==> config.mk <==
export PLATFORM = sky130hd
export DESIGN_NAME = image_stream_loader_flat
export DESIGN_NICKNAME = d
export VERILOG_FILES = /design/src/rtl/image_stream_loader_pkg.sv /design/src/rtl/image_stream_loader_if.sv /design/src/rtl/image_stream_loader_skid.sv /design/src/rtl/image_stream_loader.sv /design/src/flat_wrapper.sv
export SDC_FILE = /design/constraint.sdc
export NUM_CORES = 1
export LEC_CHECK = 0
export ABC_AREA = 1
export ABC_CLOCK_PERIOD_IN_PS = 2930
export CORE_MARGIN = 2
export CORE_UTILIZATION = 54
export CTS_BUF_LIST = sky130_fd_sc_hd__clkbuf_4
export DETAILED_ROUTE_END_ITERATION = 16
export MAX_ROUTING_LAYER = met4
export PLACE_DENSITY_LB_ADDON = 0.15
export SLEW_MARGIN = 20
export SYNTH_ARGS = -nofsm -noshare
export SYNTH_HDL_FRONTEND = slang
export SYNTH_SLANG_ARGS = --single-unit
==> constraint.sdc <==
create_clock -name clk -period 2.93 [get_ports clk]
set_input_delay 0.586 -clock clk [delete_from_list [all_inputs] [get_ports clk]]
set_output_delay 0.586 -clock clk [all_outputs]
set_load 0.01 [all_outputs]
==> src/rtl/image_stream_loader_pkg.sv <==
// ============================================================================
// Module  : image_stream_loader_pkg
// Brief   : Shared constants and state encoding for the image stream loader.
// Revision: 1.0 - initial release
// ============================================================================
`default_nettype none

package image_stream_loader_pkg;

  localparam int NUM_IMAGES = 1797;
  localparam int IMAGE_SIZE = 65;
  localparam int ADDR_WIDTH = 17;
  localparam int DATA_WIDTH = 16;
  localparam int IDX_WIDTH  = 11;
  localparam int CNT_WIDTH  = 7;

  typedef enum logic [2:0] {
    S_IDLE  = 3'd0,
    S_LOAD  = 3'd1,
    S_FETCH = 3'd2,
    S_DRAIN = 3'd3,
    S_DONE  = 3'd4
  } state_t;

endpackage

`default_nettype wire

==> src/rtl/image_stream_loader_if.sv <==
// ============================================================================
// Module  : image_stream_loader_if
// Brief   : Pixel stream valid/ready bundle between loader and consumer.
// Revision: 1.0 - initial release
// ============================================================================
`default_nettype none

interface image_stream_loader_if #(
  parameter int DATA_WIDTH = image_stream_loader_pkg::DATA_WIDTH
);
  logic [DATA_WIDTH-1:0] pix_data;
  logic                  pix_valid;
  logic                  pix_ready;
  logic                  pix_last;

  modport master (output pix_data, output pix_valid, output pix_last, input pix_ready);
  modport slave  (input pix_data, input pix_valid, input pix_last, output pix_ready);
endinterface

`default_nettype wire

==> src/rtl/image_stream_loader_skid.sv <==
// ============================================================================
// Module  : stream_skid_buffer
// Brief   : 2-entry FIFO with registered head; absorbs the ROM read latency so
//           the stream can run one word per cycle under backpressure.
// Revision: 1.0 - initial release
// ============================================================================
`default_nettype none

module stream_skid_buffer #(
  parameter int WIDTH = 17
) (
  input  wire logic             clk,
  input  wire logic             rst_n,
  input  wire logic             push,
  input  wire logic [WIDTH-1:0] push_data,
  input  wire logic             pop,
  output logic      [WIDTH-1:0] out_data,
  output logic                  out_valid,
  output logic      [1:0]       occ
);

  logic [WIDTH-1:0] head_q;
  logic [WIDTH-1:0] tail_q;
  logic [1:0]       occ_q;

  // Head always holds the oldest entry; tail holds the second when full.
  always_ff @(posedge clk or negedge rst_n) begin
    if (!rst_n) begin
      head_q <= '0;
      tail_q <= '0;
      occ_q  <= 2'd0;
    end else begin
      case ({push, pop})
        2'b10: begin
          if (occ_q == 2'd0) head_q <= push_data;
          else               tail_q <= push_data;
          occ_q <= occ_q + 2'd1;
        end
        2'b01: begin
          head_q <= tail_q;
          occ_q  <= occ_q - 2'd1;
        end
        2'b11: begin
          // Occupancy unchanged; at occ=1 the new word replaces the head.
          if (occ_q == 2'd1) begin
            head_q <= push_data;
          end else begin
            head_q <= tail_q;
            tail_q <= push_data;
          end
        end
        default: ;
      endcase
    end
  end

  assign out_data  = head_q;
  assign out_valid = (occ_q != 2'd0);
  assign occ       = occ_q;

endmodule

`default_nettype wire

==> src/rtl/image_stream_loader.sv <==
// ============================================================================
// Module  : image_stream_loader
// Brief   : Reads one image record from ROM, streams its pixels over
//           valid/ready and returns the trailing word as the class label.
// Revision: 1.0 - initial release
// ============================================================================
`default_nettype none

module image_stream_loader
  import image_stream_loader_pkg::*;
#(
  parameter int NUM_IMAGES = image_stream_loader_pkg::NUM_IMAGES,
  parameter int IMAGE_SIZE = image_stream_loader_pkg::IMAGE_SIZE,
  parameter int ADDR_WIDTH = image_stream_loader_pkg::ADDR_WIDTH,
  parameter int DATA_WIDTH = image_stream_loader_pkg::DATA_WIDTH,
  parameter int IDX_WIDTH  = image_stream_loader_pkg::IDX_WIDTH
) (
  input  wire logic                  clk,
  input  wire logic                  rst_n,
  input  wire logic                  start,
  input  wire logic [IDX_WIDTH-1:0]  img_idx,
  output logic                       busy,
  output logic                       done,
  output logic                       err,
  output logic                       rom_ren,
  output logic      [ADDR_WIDTH-1:0] rom_radd,
  input  wire logic [DATA_WIDTH-1:0] rom_data,
  image_stream_loader_if.master      pix,
  output logic      [DATA_WIDTH-1:0] label,
  output logic                       label_valid
);

  localparam logic [CNT_WIDTH-1:0]  CNT_END   = CNT_WIDTH'(IMAGE_SIZE);
  localparam logic [CNT_WIDTH-1:0]  CNT_LABEL = CNT_WIDTH'(IMAGE_SIZE - 1);
  localparam logic [CNT_WIDTH-1:0]  CNT_LASTP = CNT_WIDTH'(IMAGE_SIZE - 2);
  localparam logic [IDX_WIDTH:0]    IDX_LIMIT = (IDX_WIDTH+1)'(NUM_IMAGES);
  localparam logic [ADDR_WIDTH-1:0] REC_WORDS = ADDR_WIDTH'(IMAGE_SIZE);

  state_t                  state_q, state_d;
  logic [ADDR_WIDTH-1:0]   base_q;
  logic [CNT_WIDTH-1:0]    rd_cnt_q;
  logic                    pix_inflight_q;
  logic                    last_inflight_q;
  logic                    label_inflight_q;
  logic [DATA_WIDTH-1:0]   label_q;
  logic                    err_q;

  logic                    idx_legal;
  logic                    accept;
  logic                    is_label_rd;
  logic                    pop;
  logic [1:0]              occ;
  logic [2:0]              occ_after;
  logic [2:0]              credit;
  logic [DATA_WIDTH:0]     skid_out;

  assign idx_legal   = ({1'b0, img_idx} < IDX_LIMIT);
  assign accept      = (state_q == S_IDLE) && start && idx_legal;
  assign is_label_rd = (rd_cnt_q == CNT_LABEL);
  assign pop         = pix.pix_valid & pix.pix_ready;
  assign occ_after   = {1'b0, occ} - {2'b00, pop};
  assign credit      = occ_after + {2'b00, pix_inflight_q};

  // Next-state and ROM issue decision; a pixel read needs a free slot after
  // counting this cycle's pop and the word still in flight.
  always_comb begin
    state_d = state_q;
    rom_ren = 1'b0;
    case (state_q)
      S_IDLE:  if (accept) state_d = S_LOAD;
      S_LOAD:  state_d = S_FETCH;
      S_FETCH: begin
        if ((rd_cnt_q < CNT_END) && (is_label_rd || (credit < 3'd2))) rom_ren = 1'b1;
        if (rom_ren && is_label_rd) state_d = S_DRAIN;
      end
      S_DRAIN: if ((occ_after == 3'd0) && !pix_inflight_q) state_d = S_DONE;
      S_DONE:  state_d = S_IDLE;
      default: state_d = S_IDLE;
    endcase
  end

  // State register.
  always_ff @(posedge clk or negedge rst_n) begin
    if (!rst_n) state_q <= S_IDLE;
    else        state_q <= state_d;
  end

  // Address counter, in-flight tracking, label capture and error pulse.
  always_ff @(posedge clk or negedge rst_n) begin
    if (!rst_n) begin
      base_q           <= '0;
      rd_cnt_q         <= '0;
      pix_inflight_q   <= 1'b0;
      last_inflight_q  <= 1'b0;
      label_inflight_q <= 1'b0;
      label_q          <= '0;
      err_q            <= 1'b0;
    end else begin
      if (accept) base_q <= ADDR_WIDTH'(img_idx) * REC_WORDS;
      if (state_q == S_LOAD) rd_cnt_q <= '0;
      else if (rom_ren)      rd_cnt_q <= rd_cnt_q + 1'b1;
      pix_inflight_q   <= rom_ren && !is_label_rd;
      last_inflight_q  <= rom_ren && (rd_cnt_q == CNT_LASTP);
      label_inflight_q <= rom_ren && is_label_rd;
      if (label_inflight_q) label_q <= rom_data;
      err_q <= (state_q == S_IDLE) && start && !idx_legal;
    end
  end

  stream_skid_buffer #(.WIDTH(DATA_WIDTH + 1)) u_skid (
    .clk       (clk),
    .rst_n     (rst_n),
    .push      (pix_inflight_q),
    .push_data ({last_inflight_q, rom_data}),
    .pop       (pop),
    .out_data  (skid_out),
    .out_valid (pix.pix_valid),
    .occ       (occ)
  );

  assign pix.pix_data = skid_out[DATA_WIDTH-1:0];
  assign pix.pix_last = skid_out[DATA_WIDTH];
  assign rom_radd     = base_q + ADDR_WIDTH'(rd_cnt_q);
  assign busy         = (state_q == S_LOAD) || (state_q == S_FETCH) || (state_q == S_DRAIN);
  assign done         = (state_q == S_DONE);
  assign label_valid  = (state_q == S_DONE);
  assign label        = label_q;
  assign err          = err_q;

endmodule

`default_nettype wire

==> src/flat_wrapper.sv <==
// flat-port wrapper written by rule: the top's interface ports become plain ports
module image_stream_loader_flat import image_stream_loader_pkg::*;
#(
  parameter int NUM_IMAGES = image_stream_loader_pkg::NUM_IMAGES,
  parameter int IMAGE_SIZE = image_stream_loader_pkg::IMAGE_SIZE,
  parameter int ADDR_WIDTH = image_stream_loader_pkg::ADDR_WIDTH,
  parameter int DATA_WIDTH = image_stream_loader_pkg::DATA_WIDTH,
  parameter int IDX_WIDTH  = image_stream_loader_pkg::IDX_WIDTH
)
  (clk, rst_n, start, img_idx, busy, done, err, rom_ren, rom_radd, rom_data, label, label_valid, pix_pix_data, pix_pix_valid, pix_pix_last, pix_pix_ready);
  image_stream_loader_if #(.DATA_WIDTH(DATA_WIDTH)) pix_i ();
  input  wire logic clk;
  input  wire logic rst_n;
  input  wire logic start;
  input  wire logic [IDX_WIDTH-1:0] img_idx;
  output logic busy;
  output logic done;
  output logic err;
  output logic rom_ren;
  output logic      [ADDR_WIDTH-1:0] rom_radd;
  input  wire logic [DATA_WIDTH-1:0] rom_data;
  output logic      [DATA_WIDTH-1:0] label;
  output logic label_valid;
  output wire logic [$bits(pix_i.pix_data)-1:0] pix_pix_data;
  output wire logic [$bits(pix_i.pix_valid)-1:0] pix_pix_valid;
  output wire logic [$bits(pix_i.pix_last)-1:0] pix_pix_last;
  input wire logic [$bits(pix_i.pix_ready)-1:0] pix_pix_ready;
  assign pix_pix_data = pix_i.pix_data;
  assign pix_pix_valid = pix_i.pix_valid;
  assign pix_pix_last = pix_i.pix_last;
  assign pix_i.pix_ready = pix_pix_ready;
  image_stream_loader #(.NUM_IMAGES(NUM_IMAGES), .IMAGE_SIZE(IMAGE_SIZE), .ADDR_WIDTH(ADDR_WIDTH), .DATA_WIDTH(DATA_WIDTH), .IDX_WIDTH(IDX_WIDTH)) u_core (.clk(clk), .rst_n(rst_n), .start(start), .img_idx(img_idx), .busy(busy), .done(done), .err(err), .rom_ren(rom_ren), .rom_radd(rom_radd), .rom_data(rom_data), .pix(pix_i), .label(label), .label_valid(label_valid));
endmodule
==> flow_summary.yaml, run 1 <==
timing:
  rsz0062_at_grt: "true"
  finalMaxSlewViolations: 0
  tightest_slew_ps: 980
  finalSetupTns_ps: 0
  timing.final.crit_share_pct: 98.5
  timing.fmax_ghz: 0.347
  clock_skew_ps: 22.5
  setup_viol: 0
  slew_headroom_pct: 34.7
  period_needed_ps: 2880
  hold_violations: 0
job:
  drv_cap: 0
die:
  dieWidth_um: 96.0
  die-area_um2: 9220
  die_h_um: 96.0
  io_pins: 87
  fp-row-count: 33
  core-area_um2: 8220
  start_util_pct: 55.7
yosys:
  synth.net_count: 621
  ys_warn_count: 0
  synth_top_area_cell: "dfrtp_1"
  ys_ff_latch: 83
  ys_seq_area_share_pct: 45.4
  synth_area_leaders: "dfrtp_1, nand2_1, nand3_1, ha_1, inv_1"
  synthesis.area_um2: 4570
  ys_types: 35
  avgSynthCellArea_um2: 8.10
  yosysTopAreaCellShare_pct: 45.4
  syn_inst: 565
setup_path:
  critical_path.slowest_cell: "clkdlybuf4s50_1"
  path_class: "in -> out"
  cp-end-kind: "output port"
  startpoint: "pix_pix_ready"
  crit_path_frequent_cell: "inv_2"
  worst_setup_path_start_kind: "primary input"
  cp_max_fo: 3
  cp_cell_sequence: "clkdlybuf4s50_1, nand2_4, nor2_2, ha_1, inv_2, ha_4, a21oi_2, o21ai_1, nand2_1, nand3_2, inv_2, buf_6"
  rr_startpoint: "u_core.u_skid.occ[0]"
  arrival_ps: 2300
  cp.required_ps: 2340
  max_stage_delay_ps: 530
detailed_routing:
  drt_iter0_markers: 220
  wl_per_cell_um: 14.1
  wirelength_um: 11000
  first_pass_iters: 5
  drcViolationCount: 0
  vias: 4178
  viasPerCell: 5.34
  drtAntennaViolNets: 0
placement:
  dpl.hpwl_um: 8030
  place_congestion: 0.858
  dp.cells: 760
  port_buffers: 86
  place_area_um2: 5640
clock_network:
  clock_path_buffers: 2
  root_buffer: "clkbuf_4"
  cts_tree: "yes"
  clkLatencyLatePin_ps: 430
  cts_sinks: 83
  h-tree-depth: 3
  path_clk_slew_ps: 150
  cts_buffers: 9
finish:
  final_core_util_pct: 71.6
  multi_input_area_um2: 2270
  drive_above_1_share_pct: 14.2
  layout.cells.most_common_list: "nand2_1, dfrtp_1, clkdlybuf4s50_1"
  seqCellArea_um2: 2080
  final_cell_count_no_fill: 782
  nets: 728
  layout_commonest_cell: "nand2_1"
  design_area_um2: 5880
  fillers: 670
  antenna_cells: 0
  synthToLayoutAreaGrowth_pct: 28.6
global_route:
  track_usage_pct: 25.7
  grt_pass1_vias: 3960
  grt_pass1_wl_um: 18000
  grt_start_max_net_pins: 57
  overflow: 0
  antenna_found_initial: 0
power_and_ir_drop:
  power.density_nw_per_um2: 866
  power.total_mw: 5.09
  leakage_nw: 2.88
  vdd_drop_max_v: 0.000578
run_status:
  status: "complete, no violations"
min_path:
  hp-class: "in -> async"
## report_power, final
group,total [mW],switching [mW],internal (mW)
logic,2.67,1.46,1.21
clock network,0.615,0.424,0.191
registers,1.80,0.267,1.54
total,5.09,2.15,2.94
## synth_stat cells (all sizes together)
library cell	n
fa	2
nand2	141
mux2	1
o21ai	32
inv	62
clkbuf	6
or2	2
xnor2	3
a31oi	19
a21boi	1
buf	12
a21oi	27
nand3	60
nor2	57
nand3b	2
dfrtp	83
o211ai	1
ha	23
nand4	5
xor2	16
nor3	10
## cells by family (layout without fill, tap and decap cells)
family,Yosys count,count (layout),share of synthesized area (%)
buffers and inverters,80,192,7.39
DFF,83,83,45.4
muxes,1,1,0.246
adders and majority gates,25,25,7.17
AOI/OAI and AO/OA,80,80,9.79
xor gates and xnor gates,19,19,3.64
and+or+nand+nor,277,277,26.4
## stage by stage
step / setup WS (ps) / hold slack [ps]
floorplan: 413 / 290
global placement: -429 / 467
detailed placement: -492 / 475
CTS: -186 / 206
global route: -89.4 / 232
finish: 45.4 / 197
## critical path, delay by kind of cell
| kind | cells | cell delay [ps] |
|---|---|---|
| AOI/OAI and AO/OA | 2 | 160 |
| buffers and inverters | 4 | 810 |
| and+or+nand+nor | 4 | 300 |
| adders and majority gates | 2 | 440 |
## registers in the layout, indices dropped and copies added (netlist names)
signal                   count
u_core.pix_inflight_q        1
u_core.label                16
u_core.label_inflight_q      1
u_core.err                   1
u_core.state_q               3
u_core.u_skid.tail_q        17
u_core.u_skid.out_data      17
u_core.rd_cnt_q              7
u_core.base_q               17
u_core.last_inflight_q       1
u_core.u_skid.occ            2
## path summary, 6_finish.rpt
check | endpoint | slack [ps] | depth (start not counted)
setup / recovery | rom_ren | 50 | 12
hold reg to reg | u_core.u_skid.tail_q[13] | 510 | 2
hold / removal | u_core.u_skid.out_data[3] | 200 | 1
setup reg to reg | u_core.last_inflight_q | 810 | 14
max in group asynchronous | u_core.u_skid.tail_q[15] | 2080 | 2
min in group clk | u_core.u_skid.tail_q[13] | 510 | 2
## repair_timing
item / in CTS / in global routing
setup endpoints to repair: 14 / 11
hold buffers: 0 / 0
pin swaps: 1 / 7
buffers inserted: 1 / 5
cloned: 0 / 0
gates resized for setup: 29 / 40
## cell type report
cell class | count | share of cell area [%]
multi-input cells | 402 | 38.6
flip-flops and latches | 83 | 35.3
repair buffers | 114 | 17.7
inverters | 62 | 4.04
well taps | 105 | 2.23
clock buffers | 10 | 1.28
clock inverters | 6 | 0.830
## layer usage
layer  vias to the layer above  global-route usage [%]  wire, um
li1                       2059                       -         -
met3                        12                    4.78       600
met1                      1983                    32.8      4820
met5                         -                       -         0
met2                       124                    42.7      5500
met4                         0                    6.19       119
Note: power is estimated with default switching activity, not from simulation.
==> inputs of run 2 (changes only) <==
Settings changed: ABC_CLOCK_PERIOD_IN_PS 2930 to unset.
==> results of run 2 <==
Same layout as run 1: the final DEF is identical, and so are final timing and power.
